==> src/rtl/button_pkg.sv <==
// Shared definitions for the pushbutton debouncer: state encoding and
// board-level timing defaults for the 50 MHz clock.
package button_pkg;

  localparam int CLK_HZ = 50_000_000;

  // 20 ms of stable input accepts a change, 1 s of hold raises the long pulse.
  localparam int DEF_DEBOUNCE_CYCLES = CLK_HZ / 50;
  localparam int DEF_LONG_CYCLES     = CLK_HZ;

  typedef enum logic [1:0] {
    IDLE        = 2'd0,
    PRESS_CHK   = 2'd1,
    HELD        = 2'd2,
    RELEASE_CHK = 2'd3
  } state_e;

endpackage

==> src/rtl/sync_2ff.sv <==
// Two-flop synchronizer for asynchronous board inputs; the reset value lets
// each input start at its own inactive level.
module sync_2ff #(
  parameter logic RESET_VAL = 1'b0
) (
  input  logic i_clk,
  input  logic i_rst_n,
  input  logic i_d,
  output logic o_q
);

  logic r_meta;
  logic r_sync;

  // NOTE: sequential state uses non-blocking assignments so both flops sample
  // their inputs from the same edge instead of collapsing into one stage.
  always_ff @(posedge i_clk or negedge i_rst_n) begin
    if (!i_rst_n) begin
      r_meta <= RESET_VAL;
      r_sync <= RESET_VAL;
    end else begin
      r_meta <= i_d;
      r_sync <= r_meta;
    end
  end

  assign o_q = r_sync;

endmodule

==> src/rtl/button_debouncer.sv <==
// Turns a raw bouncing pushbutton into a debounced level plus one-cycle
// press, release and long-press pulses, all registered.
module button_debouncer
  import button_pkg::*;
#(
  parameter int DEBOUNCE_CYCLES = DEF_DEBOUNCE_CYCLES,
  parameter int LONG_CYCLES     = DEF_LONG_CYCLES,
  parameter bit BTN_ACTIVE_LOW  = 1'b1
) (
  input  logic CLK50,
  input  logic RESET_N,
  input  logic BTN,
  output logic PRESSED,
  output logic PRESS_PULSE,
  output logic RELEASE_PULSE,
  output logic LONG_PULSE
);

  localparam int DEB_W  = $clog2(DEBOUNCE_CYCLES + 1);
  localparam int HOLD_W = $clog2(LONG_CYCLES + 1);

  localparam logic [DEB_W-1:0]  DEB_LAST  = DEB_W'(DEBOUNCE_CYCLES - 1);
  localparam logic [HOLD_W-1:0] HOLD_LAST = HOLD_W'(LONG_CYCLES - 1);
  localparam logic [HOLD_W-1:0] HOLD_MAX  = HOLD_W'(LONG_CYCLES);

  logic              w_btn_sync;
  logic              w_btn_s;

  state_e            r_state;
  logic [DEB_W-1:0]  r_deb_cnt;
  logic [HOLD_W-1:0] r_hold_cnt;
  logic              r_pressed;
  logic              r_press_pulse;
  logic              r_release_pulse;
  logic              r_long_pulse;

  state_e            w_state_nxt;
  logic [DEB_W-1:0]  w_deb_cnt_nxt;
  logic [HOLD_W-1:0] w_hold_cnt_nxt;
  logic [HOLD_W-1:0] w_hold_inc;
  logic              w_pressed_nxt;
  logic              w_press_pulse_nxt;
  logic              w_release_pulse_nxt;
  logic              w_long_pulse_nxt;

  // Reset loads the released raw level so reset release never looks like a press.
  sync_2ff #(
    .RESET_VAL (BTN_ACTIVE_LOW)
  ) u_btn_sync (
    .i_clk   (CLK50),
    .i_rst_n (RESET_N),
    .i_d     (BTN),
    .o_q     (w_btn_sync)
  );

  assign w_btn_s    = BTN_ACTIVE_LOW ? ~w_btn_sync : w_btn_sync;
  assign w_hold_inc = (r_hold_cnt == HOLD_MAX) ? r_hold_cnt
                                               : r_hold_cnt + HOLD_W'(1);

  always_ff @(posedge CLK50 or negedge RESET_N) begin
    if (!RESET_N) begin
      r_state         <= IDLE;
      r_deb_cnt       <= '0;
      r_hold_cnt      <= '0;
      r_pressed       <= 1'b0;
      r_press_pulse   <= 1'b0;
      r_release_pulse <= 1'b0;
      r_long_pulse    <= 1'b0;
    end else begin
      r_state         <= w_state_nxt;
      r_deb_cnt       <= w_deb_cnt_nxt;
      r_hold_cnt      <= w_hold_cnt_nxt;
      r_pressed       <= w_pressed_nxt;
      r_press_pulse   <= w_press_pulse_nxt;
      r_release_pulse <= w_release_pulse_nxt;
      r_long_pulse    <= w_long_pulse_nxt;
    end
  end

  // NOTE: every combinational output gets a default before the case so no
  // path leaves it unassigned, which would otherwise infer a latch.
  always_comb begin
    w_state_nxt    = r_state;
    w_deb_cnt_nxt  = r_deb_cnt;
    w_hold_cnt_nxt = r_hold_cnt;
    case (r_state)
      IDLE: begin
        if (w_btn_s) begin
          w_state_nxt   = PRESS_CHK;
          w_deb_cnt_nxt = '0;
        end
      end
      PRESS_CHK: begin
        if (!w_btn_s) begin
          w_state_nxt = IDLE;
        end else if (r_deb_cnt == DEB_LAST) begin
          w_state_nxt    = HELD;
          w_hold_cnt_nxt = '0;
        end else begin
          w_deb_cnt_nxt = r_deb_cnt + DEB_W'(1);
        end
      end
      HELD: begin
        w_hold_cnt_nxt = w_hold_inc;
        if (!w_btn_s) begin
          w_state_nxt   = RELEASE_CHK;
          w_deb_cnt_nxt = '0;
        end
      end
      RELEASE_CHK: begin
        // Hold time keeps accumulating so a bounced release does not restart it.
        w_hold_cnt_nxt = w_hold_inc;
        if (w_btn_s) begin
          w_state_nxt = HELD;
        end else if (r_deb_cnt == DEB_LAST) begin
          w_state_nxt = IDLE;
        end else begin
          w_deb_cnt_nxt = r_deb_cnt + DEB_W'(1);
        end
      end
      default: begin
        w_state_nxt = IDLE;
      end
    endcase
  end

  // Output decode works on transitions, so each pulse is one registered cycle.
  always_comb begin
    w_pressed_nxt       = (w_state_nxt == HELD) || (w_state_nxt == RELEASE_CHK);
    w_press_pulse_nxt   = (r_state == PRESS_CHK)   && (w_state_nxt == HELD);
    w_release_pulse_nxt = (r_state == RELEASE_CHK) && (w_state_nxt == IDLE);
    w_long_pulse_nxt    = (r_state == HELD)        && (r_hold_cnt == HOLD_LAST);
  end

  assign PRESSED       = r_pressed;
  assign PRESS_PULSE   = r_press_pulse;
  assign RELEASE_PULSE = r_release_pulse;
  assign LONG_PULSE    = r_long_pulse;

endmodule

==> config.mk <==
export PLATFORM = sky130hd
export DESIGN_NAME = button_debouncer
export DESIGN_NICKNAME = d
export VERILOG_FILES = /design/src/rtl/button_pkg.sv /design/src/rtl/sync_2ff.sv /design/src/rtl/button_debouncer.sv
export SDC_FILE = /design/constraint.sdc
export NUM_CORES = 1
export LEC_CHECK = 0
export ABC_AREA = 1
export CELL_PAD_IN_SITES_DETAIL_PLACEMENT = 1
export CELL_PAD_IN_SITES_GLOBAL_PLACEMENT = 2
export CORE_UTILIZATION = 37
export CTS_CLUSTER_SIZE = 28
export DETAILED_ROUTE_END_ITERATION = 6
export MAX_ROUTING_LAYER = met4
export PLACE_DENSITY = 0.86
export SYNTH_ARGS = -nofsm -noshare
export SYNTH_HDL_FRONTEND = slang
export SYNTH_SLANG_ARGS = --single-unit
==> constraint.sdc <==
create_clock -name CLK50 -period 3.3 [get_ports CLK50]
set_input_delay 0.66 -clock CLK50 [delete_from_list [all_inputs] [get_ports CLK50]]
set_output_delay 0.66 -clock CLK50 [all_outputs]
set_load 0.05 [all_outputs]
Yosys cells after proc, flatten, opt, wreduce, memory -nomap -nowiden

Index checks and enable logic that the tools add are counted.

Word-level logic and storage cells: 52
Register bits after elaboration: 54
Input bits: 3

Add/sub/neg operators: 2
Reduce and logical (&&, ||, !) cells: 10
Equal/unequal tests: 14
Multiplexer cells: 17

Operators with widths:

| operator              | number |
|---|---|
| $mux 20               | 5 |
| $pmux 20 s4           | 1 |
| $mux 26               | 3 |
| $eq 26x26->1 const B  | 2 |
| $pmux 26 s2           | 1 |
| $add 26x1->26 const B | 1 |
| $add 20x1->20 const B | 1 |
| $eq 20x20->1 const B  | 1 |
| $mux 2                | 6 |
| $eq 2x2->1 const B    | 4 |
| $ne 2x2->1 const B    | 4 |
| $pmux 2 s4            | 1 |
| $reduce_and 4->1      | 2 |
| $logic_not 2->1       | 2 |
| $ne 2x1->1 const B    | 2 |
| $logic_and 1x1->1     | 3 |
| $eq 2x1->1 const B    | 1 |
| $reduce_bool 2->1     | 1 |
| $reduce_or 2->1       | 1 |
| $logic_or 1x1->1      | 1 |

Depth between registers and ports, before layout

Gate-level depths: netlist of run 1.

Word-level depth: 6
Mapped depth: 10

Hierarchy

From an unflattened synthesis of run 1, not the netlist that was laid out.

Cell total of the unflattened synthesis: 536
Area, all modules: 3548.4 µm²

By module, submodules not included:

| module           | area each (µm²) | cells an instance | times used |
|---|---|---|---|
| button_debouncer | 3495.9          | 534               | 1 |
| sync_2ff         | 52.6            | 2                 | 1 |

Least setup slack after synthesis of run 1

OpenSTA, ideal clock, no wires.

Kind: reg-to-reg
From: register PRESSED (netlist name)
To: register r_hold_cnt[24]
Arrival: 1615 ps
Slack: 1567 ps
Stages on the path, launching flop included: 7
Required time: 3182 ps
Buffers on the path: 2
Clock period less this slack: 1733 ps
Setup time: 118 ps
Cells stage by stage: dfrtp_1 -> buf_2 -> nor4_4 -> nand3_4 -> buf_2 -> nand3_1 -> nand2_1

RTL lines:

| what                 | line                   | source |
|---|---|---|
| end signal, assigned | button_debouncer.sv:72 | `r_hold_cnt <= w_hold_cnt_nxt;` |
| end, declared        | button_debouncer.sv:31 | `logic [HOLD_W-1:0] r_hold_cnt;` |

Worst setup path after layout of run 1

From: register r_state[0]
To: register r_deb_cnt[18]

Cells in the longest elaborated chain, start to end: 3

RTL lines:

| what                                                             | line                   | source |
|---|---|---|
| start, declared                                                  | button_debouncer.sv:29 | `state_e r_state;` |
| start signal, assigned                                           | button_debouncer.sv:70 | `r_state <= w_state_nxt;` |
| $eq 2x2->1 (tied with other cells)                               | button_debouncer.sv:86 | `case (r_state)` |
| $ne 2x1->1 (no source line) / $ne 2x2->1 (equally long branches) | --                     |  |
| $reduce_and 4->1 (no source line)                                | --                     |  |
| end signal, assigned                                             | button_debouncer.sv:71 | `r_deb_cnt <= w_deb_cnt_nxt;` |
| end, declared                                                    | button_debouncer.sv:30 | `logic [DEB_W-1:0] r_deb_cnt;` |

Several ways; a longest one is shown, not always the timed one.
A chain may end at the register's enable or synchronous reset.

==> flow_summary.json, run 1 <==
{
  "place.gp.congestion": 0.841,
  "grt-ovfl-total": 0,
  "die_w_um": 100,
  "rsz0062_at_grt": "no",
  "grt_pass1_wl_um": 17700,
  "start_kind": "flop",
  "status": "complete, no violations",
  "place_area_um2": 3700,
  "drive_above_1_share_pct": 6.54,
  "synth_edf_count": 0,
  "io_buffer_count": 6,
  "hp-class": "flop to flop",
  "placed_cells": 656,
  "ys_seq_area_share_pct": 37.4,
  "drv_cap": 0,
  "finClkSkew_ps": 10.9,
  "area.sequential_um2": 1330,
  "fin_nets": 540,
  "dieArea_um2": 10000,
  "power.density_nw_per_um2": 311,
  "synthArstFlopShare_pct": 100,
  "routed-via-count": 3335,
  "grt_pass1_vias": 3561,
  "setup_tns_ps": 0,
  "drt_pass1_iterations": 4,
  "vias_per_cell": 5.02,
  "dp_hpwl_um": 7890,
  "cts_hold_buf": 0,
  "synth_top_area_share_pct": 35.9,
  "power.share.clock_pct": 40.5,
  "wl_um": 10400,
  "synthFlopType": "dfrtp_1",
  "cp.required_ps": 3500,
  "final_cells": 664,
  "antenna_found_initial": 0,
  "critPathKind": "flop to flop",
  "ios": 7,
  "ff2ff_path_depth": 7,
  "diodes": 0,
  "final_hold_viol_count": 0,
  "multiInputGateArea_um2": 1980,
  "yosys-top-cells-area": "dfrtp_1 (36%), nand2_1 (20%), nand3_1 (9.6%), nor2_1 (9.5%), inv_1 (4.0%)",
  "chipHeight_um": 100,
  "fmax_mhz": 465,
  "tightest_slew_ps": 916,
  "regToRegSetupSlack_ps": 1150,
  "cts_tree": "built",
  "internal_power_uw": 913,
  "drv_slew": 0,
  "ys_types": 34,
  "end_kind": "flop",
  "holdPathStages": 0,
  "drt_iter0_markers": 88,
  "grt_max_degree": 39,
  "synth.cells.most_frequent": "nand2_1 (187), nor2_1 (90), nand3_1 (68)",
  "cts_made_buffers": 5,
  "finalSetupViolations": 0,
  "fillers": 1221,
  "synth.most_common_cell": "nand2_1",
  "cts_resized": 0,
  "core_um2": 9280,
  "synthCells": 531,
  "rr_endpoint": "r_deb_cnt[18]",
  "hp-start": "u_btn_sync.r_meta",
  "area_growth_pct": 7.54,
  "synth.ff_latch_count": 53,
  "cts_max_path_buffers": 2,
  "path_clk_slew_ps": 110,
  "p_switching_uw": 275,
  "comb_power_share_pct": 3.3,
  "sw_frac_of_total_pct": 23.1,
  "critPathMaxFanout": 17,
  "holdPathEnd": "u_btn_sync.o_q",
  "rows": 35,
  "final_area_um2": 3820,
  "clock-root-buffer": "clkbuf_8",
  "slew_headroom_pct": 38.9,
  "yosysWarnings": 0,
  "synth_area_um2": 3550,
  "antenna_left": 0,
  "wl_per_cell_um": 15.7,
  "cts_htree_levels": 2,
  "clock_sinks": 53,
  "synthesis.nets": 537,
  "grt_util_all_layers_pct": 23.6,
  "drcViolationCount": 0,
  "reg2reg_from": "r_state[0]",
  "power.leakage_uw": 0.00161,
  "start_util_pct": 38.3,
  "vdd_ir_drop_max_mv": 0.161,
  "period_needed_ps": 2150,
  "post-cts-setup-buffers": 0,
  "synth_area_leader_cell": "dfrtp_1",
  "cp_data_arrival_time_ps": 2350,
  "seqPwrFrac_pct": 56.2,
  "postSynthAreaPerCell_um2": 6.69,
  "period_share_pct": 65.2,
  "clkLatencyLatePin_ps": 310
}
through the flow:
stage                     util, %  setup WS, ps  total power, µW  hold slack [ps]
final                        41.1          1150             1190              351
after global routing         41.1           916             1240              348
after CTS                    41.1          1130             1210              365
after detailed placement     39.9          1180              721              348
after global placement       39.9          1300              719              348
after floorplan                 -          1570              699              345
placed cells by master (no fill, tap or decap), types with 2 or more instances in the layout:
master / instances
nor2_2: 2
dfstp_2: 2
nand3b_1: 2
nand2_2: 2
o21ai_1: 4
nand3_1: 68
clkdlybuf4s50_1: 5
xor2_1: 10
dfrtp_1: 51
inv_1: 38
nand4_2: 2
nand2_1: 187
o21ai_0: 13
buf_4: 4
clkbuf_8: 6
a21oi_1: 3
or2_2: 7
nor2_1: 90
o21bai_1: 4
ha_1: 3
xnor2_1: 3
nor3_1: 4
nand4_1: 11
nand2_4: 2
cell type report:
cell class                 instances  area share, %
clock buffer                       6           2.16
clock inverter                     2          0.983
inverter                          39           3.87
multi-input combinational        425           51.8
sequential                        53           34.8
tap                              129           4.23
timing repair buffer              10           2.23
critical path, stage by stage, from the launching register on:
cell and delay [ps]:
dfrtp_1 780, nand3_1 170, nor2_2 180, nand4_2 200
nand2_2 270, inv_1 230, nand3_1 120, nand2_1 80
routing by layer:
metal,track usage (%),up-vias,wire length [µm]
li1,-,1694,-
met1,26.6,1612,4600
met5,-,-,0
met4,7.02,0,190
met2,44.3,17,5560
met3,2.02,12,90
kinds of logic after synthesis:
family / Yosys count / synth area share (%)
fa+ha+maj: 3 / 1.06
buf+inv: 53 / 6.94
compound gates: 25 / 3.87
xor+xnor: 13 / 3.21
flops: 53 / 37.4
simple gates: 384 / 47.5
flip-flops by register name, summed over array words and instances, names as in the netlist:
name and cells:
u_btn_sync.o_q 1, r_state 1, RELEASE_PULSE 1, u_btn_sync.r_meta 1, r_deb_cnt 20, r_hold_cnt 26
PRESSED 1, LONG_PULSE 1, PRESS_PULSE 1
power groups by stage:
stage                     clock network, µW  logic [µW]  registers, µW
final                                   481        39.7            667
after floorplan                           0        24.4            675
after global routing                    521        46.6            669
after CTS                               502        41.2            667
after global placement                    0        39.8            680
after detailed placement                  0        40.9            680
worst max-delay path by stage:
| stage | startpoint | endpoint | slack, ps | cells past startpoint |
|---|---|---|---|---|
| 6_report | r_state[0] | r_deb_cnt[18] | 1150 | 7 |
| 3_5_place_dp | r_state[0] | r_deb_cnt[18] | 1180 | 7 |
| 2_1_floorplan | PRESSED | r_hold_cnt[24] | 1570 | 6 |
| 4_1_cts | PRESS_PULSE | PRESS_PULSE | 1130 | 1 |
| 5_1_grt | r_state[0] | r_deb_cnt[7] | 920 | 7 |
| 3_3_place_gp | r_state[0] | r_deb_cnt[7] | 1300 | 7 |
Note: power is estimated with default switching activity, not from simulation.
==> run 2, diff against run 1 <==
Settings changed: CORE_UTILIZATION 37 to 32, PLACE_DENSITY 0.86 to 0.79.
Clock period 3.3 ns to 1.77 ns, I/O delays scaled along.
==> run 2 against run 1 <==
Against the previous run:
- total power increased by 78%
- clock skew is 0.92 ps higher
- design area up 12%
- final cell count up 9.2%
- critical path depth grew 2
- worst setup slack worse by 1100 ps
- hold slack improved by 16 ps
- sequential power is 86% higher
- critical path type unchanged
- highest routed layer unchanged
==> flow_summary.json, run 2 (same netlist as run 1, synthesis figures left out) <==
{
  "status": "complete, no violations",
  "dr_wl_met2_um": 6300,
  "dieArea_um2": 11500,
  "wl_per_cell_um": 16.5,
  "finalSetupViolations": 0,
  "slew_headroom_pct": 59.0,
  "end_kind": "flop",
  "setup_tns_ps": 0,
  "power.density_nw_per_um2": 493,
  "place.gp.congestion": 0.830,
  "period_share_pct": 95.2,
  "drcViolationCount": 0,
  "wl_um": 12000,
  "top_regs": "r_hold_cnt (26), r_deb_cnt (20)",
  "fmax_mhz": 593,
  "chipHeight_um": 107,
  "fin_nets": 590,
  "die_w_um": 107,
  "critPathKind": "flop to flop",
  "clock_sinks": 53,
  "drt_pass1_iterations": 4,
  "finClkSkew_ps": 11.8,
  "cts_max_path_buffers": 2,
  "routed-via-count": 3599,
  "clock-root-buffer": "clkbuf_8",
  "dp_hpwl_um": 9100,
  "area.sequential_um2": 1330,
  "cts_tree": "built",
  "grt_max_degree": 42,
  "drive_above_1_share_pct": 16.9,
  "crit_path_top_delay_cell": "dfrtp_1",
  "antenna_found_initial": 0,
  "area_growth_pct": 20.6,
  "start_kind": "flop",
  "grt-ovfl-total": 0,
  "wirelength_met1_um": 5210,
  "path_clk_slew_ps": 110,
  "slowest_delay_ps": 410,
  "grt_pass1_wl_um": 19200,
  "cts_made_buffers": 5,
  "start_util_pct": 32.8,
  "regMostFlops": "r_hold_cnt",
  "cp.required_ps": 1980,
  "diodes": 0,
  "ios": 7,
  "multiInputGateArea_um2": 2020,
  "period_needed_ps": 1690,
  "final_hold_viol_count": 0,
  "layout_common_cells": "nand2_1 (186), nor2_1 (87), nand3_1 (68)",
  "highest-signal-layer": "met4",
  "critPathTopFamily": "simple AND/OR/NAND/NOR gates",
  "core_um2": 10800,
  "grt_util_all_layers_pct": 22.6,
  "tightest_slew_ps": 614,
  "drt_iter0_markers": 123,
  "largest_register_ffs": 26,
  "vias_per_cell": 4.96,
  "io_buffer_count": 6,
  "drv_cap": 0,
  "power.leakage_uw": 0.00187,
  "met3_wirelength_um": 127,
  "power.total_uw": 2110,
  "antenna_left": 0,
  "path_cells": "ha_4 -> nand3_2 -> clkinv_2 -> nand4_2 -> nor2_4 -> nand3_4 -> clkbuf_16 -> nand3_1 -> nand2_1",
  "rows": 38,
  "layout_commonest_cell": "nand2_1",
  "cp_data_arrival_time_ps": 1900,
  "hp-class": "flop to flop",
  "fillers": 1405,
  "drv_slew": 0,
  "path_buf_inv": 2,
  "clkLatencyLatePin_ps": 320,
  "vdd_ir_drop_max_mv": 0.362,
  "critPathMaxFanout": 6,
  "grt_pass1_vias": 3767,
  "cts_htree_levels": 2
}
## run 2: cell count changes in the layout (fill, tap and decap cells not counted), sizes merged
cell | before | now
clkinv | 1 | 2
nand3 | 70 | 71
clkdlybuf4s50 | 5 | 1
buf | 5 | 56
bufinv | 1 | 0
inv | 38 | 39
dlygate4sd3 | 0 | 1
## run 2: per-stage QoR
| step | worst slack (ps) | instance area [µm²] | hold WS, ps | util, % | instances |
|---|---|---|---|---|---|
| after floorplan | 37.2 | 3550 | 58.4 | - | 531 |
| after global placement | -65.3 | 4050 | 279 | 37.3 | 706 |
| after detailed placement | -59.3 | 4050 | 286 | 37.3 | 706 |
| after CTS | 0.133 | 4150 | 368 | 38.3 | 715 |
| after global routing | -6.84 | 4280 | 370 | 39.5 | 725 |
| final | 84.6 | 4280 | 367 | 39.5 | 725 |
## run 2: worst paths after layout
kind / start / to / slack [ps] / cells past startpoint
max reg2reg: r_deb_cnt[0] / r_hold_cnt[0] / 80 / 9
min in group asynchronous: RESET_N / r_deb_cnt[10] / 460 / 2
min reg2reg: u_btn_sync.r_meta / u_btn_sync.o_q / 370 / 0
max: r_deb_cnt[0] / r_hold_cnt[0] / 80 / 9
max in group asynchronous: RESET_N / u_btn_sync.o_q / 690 / 3
min: u_btn_sync.r_meta / u_btn_sync.o_q / 370 / 0
## run 2: layer usage
layer / vias to the layer above / global-route usage, %
met4: 0 / 8.32
met5: - / -
li1: 1795 / -
met3: 20 / 2.60
met2: 30 / 40.9
met1: 1754 / 25.5
## run 2: repair_timing
| item | 4_1_cts | 5_1_grt |
|---|---|---|
| resized for setup | 1 | 13 |
| hold buffers | 1 | 0 |
| setup endpoints to repair | 1 | 26 |
| setup buffers | 0 | 8 |
| endpoints found under the hold margin | 12 | 0 |
| pin swaps | 0 | 4 |
| cloned | 0 | 2 |
## run 2: final cells by class
class | instances | area share [%]
clock buffers | 5 | 1.61
clock inverters | 3 | 0.497
inverters | 39 | 3.45
multi-input cells | 426 | 47.2
flip-flops and latches | 53 | 31.1
well taps | 140 | 4.09
repair buffers | 59 | 12.1
## run 2: power breakdown
group / switching (µW) / internal (µW) / total (µW)
clock: 467 / 283 / 750
combinational: 76.4 / 46.4 / 123
sequential: 13.5 / 1220 / 1240
total: 557 / 1550 / 2110
## run 2: worst register-to-register path, cell delays in order, from the launching register on
cell	delay, ps
dfrtp_1	410
ha_4	170
nand3_2	80
clkinv_2	70
nand4_2	90
nor2_4	190
nand3_4	200
clkbuf_16	220
nand3_1	70
nand2_1	60
==> run 3, diff against run 2 <==
Settings changed: PLACE_DENSITY 0.79 to 0.74.
==> run 3 against run 2 <==
Against the previous run:
- the flow now finishes with violations (hold timing)
- routed wire length decreased by 5.1%
- total power up 7.0%
- global-route usage fell by 0.33 points
- critical path type unchanged
- die area stayed put
- critical path depth stayed put
- design area fell by 2.0%
- via count is 1.9% lower
==> flow_summary.json, run 3 (same netlist as run 1, synthesis figures left out) <==
{
  "drcViolationCount": 0,
  "reg2reg_from": "r_hold_cnt[0]",
  "fmax_mhz": 603,
  "clock_sinks": 53,
  "grt_pass1_wl_um": 19200,
  "die_w_um": 107,
  "violations": "hold timing",
  "start_util_pct": 32.8,
  "rows": 38,
  "clock-root-buffer": "clkbuf_8",
  "io_buffer_count": 6,
  "power.leakage_uw": 0.00180,
  "fillers": 1421,
  "drive_above_1_share_pct": 16.4,
  "clkLatencyLatePin_ps": 340,
  "ios": 7,
  "cts_max_path_buffers": 2,
  "place_area_um2": 3970,
  "largest_register_ffs": 26,
  "drv_cap": 0,
  "drv_slew": 0,
  "ff2ff_path_depth": 9,
  "chipHeight_um": 107,
  "dieArea_um2": 11500,
  "final_area_um2": 4200,
  "cts_htree_levels": 2,
  "rsz0062_at_grt": "no",
  "crit_cells": 9,
  "final_core_util_pct": 38.7,
  "routed-via-count": 3530,
  "status": "finished with violations",
  "drt_iter0_markers": 176,
  "dp_hpwl_um": 8610,
  "cts_tree": "built",
  "core_um2": 10800,
  "power.density_nw_per_um2": 538,
  "cp.required_ps": 2050,
  "finalSetupViolations": 0,
  "power.total_uw": 2260,
  "drt_pass1_iterations": 4,
  "period_needed_ps": 1660,
  "regMostFlops": "r_hold_cnt",
  "place.gp.congestion": 0.881,
  "cp-startpoint": "r_hold_cnt[0]",
  "vias_per_cell": 4.95,
  "crit_path_end": "r_hold_cnt[15]",
  "critPathKind": "flop to flop",
  "area_growth_pct": 18.2,
  "cp_data_arrival_time_ps": 1940,
  "finClkSkew_ps": 11.2,
  "diodes": 0,
  "path_common_cell": "nand2_1",
  "start_kind": "flop",
  "grt_pass1_vias": 3685,
  "crit_path_top_delay_cell": "dfrtp_2",
  "fin_nets": 578,
  "vdd_ir_drop_max_mv": 0.309,
  "critPathTopFamily": "simple AND/OR/NAND/NOR gates",
  "final_hold_viol_count": 12,
  "wl_per_cell_um": 15.9,
  "period_share_pct": 93.7,
  "layout_common_cells": "nand2_1 (186), nor2_1 (86), nand3_1 (67)",
  "critPathMaxFanout": 8,
  "cts_made_buffers": 5,
  "path_buf_inv": 2,
  "hp-class": "input pin to async pin",
  "path_clk_slew_ps": 110,
  "wl_um": 11400,
  "regToRegSetupSlack_ps": 110,
  "layout_commonest_cell": "nand2_1",
  "top_regs": "r_hold_cnt (26), r_deb_cnt (20)",
  "antenna_left": 0,
  "grt_max_degree": 54,
  "slowest_delay_ps": 460,
  "end_kind": "flop",
  "tightest_slew_ps": 657,
  "rr_endpoint": "r_hold_cnt[15]",
  "timing.hold.ws_ps": -9.11,
  "grt_util_all_layers_pct": 22.2,
  "slew_headroom_pct": 56.2,
  "grt-ovfl-total": 0,
  "antenna_found_initial": 0,
  "path_cells": "inv_2 -> ha_1 -> nand4_1 -> nor2_1 -> nand2_1 -> nand2_4 -> buf_4 -> nand3_1 -> nand2_1"
}
-- run 3: cell count changes in the layout (fill, tap and decap cells not counted), moves of 2 or more --
cell / change
buf_12: -2
buf_4: -10
dfrtp_1: -4
dfrtp_2: +4
inv_1: -2
-- run 3: routing by layer --
layer,up-vias,global-route usage (%),part of all wire [%]
met1,1725,32.3,54
met4,0,3.82,0.69
li1,1773,-,-
met5,-,-,0
met2,27,33.0,43
met3,5,3.45,2.0
-- run 3: through the flow --
step | worst slack (ps) | cells | hold slack (ps) | setup TNS [ps]
2_1_floorplan | 37.2 | 531 | 58.4 | 0
3_3_place_gp | -43.5 | 699 | 349 | -69.9
3_5_place_dp | -49.4 | 699 | 351 | -83.9
4_1_cts | 23.0 | 707 | 13.2 | 0
5_1_grt | 1.72 | 713 | 15.0 | 0
6_report | 111 | 713 | -9.11 | 0
-- run 3: how the worst min path moves through the flow --
stage / from / end / slack (ps) / cells past startpoint
2_1_floorplan: RESET_N / LONG_PULSE / 60 / 0
3_3_place_gp: u_btn_sync.r_meta / u_btn_sync.o_q / 350 / 0
3_5_place_dp: u_btn_sync.r_meta / u_btn_sync.o_q / 350 / 0
4_1_cts: RESET_N / r_hold_cnt[21] / 10 / 2
5_1_grt: RESET_N / r_hold_cnt[19] / 10 / 2
6_report: RESET_N / r_hold_cnt[19] / -9 / 2
-- run 3: layout make-up --
| type | count | area, µm² | area share, % |
|---|---|---|---|
| multi-input combinational | 426 | 2040 | 48.5 |
| sequential | 53 | 1340 | 31.9 |
| timing repair buffer | 46 | 378 | 9.00 |
| tap | 140 | 175 | 4.17 |
| inverter | 39 | 151 | 3.61 |
| clock buffer | 5 | 68.8 | 1.64 |
| clock inverter | 3 | 43.8 | 1.04 |
| timing repair inverter | 1 | 7.51 | 0.179 |
-- run 3: timing repair --
item                                    in CTS  in global routing
hold buffers                                 0                  0
endpoints found under the setup margin       2                 34
pin swaps                                    0                  1
resized for setup                            1                 24
setup buffers                                0                  4
gates cloned                                 0                  2
-- run 3: power breakdown --
group	switching, µW	internal (µW)
combinational	76.2	37.4
clock	484	426
sequential	10.4	1220
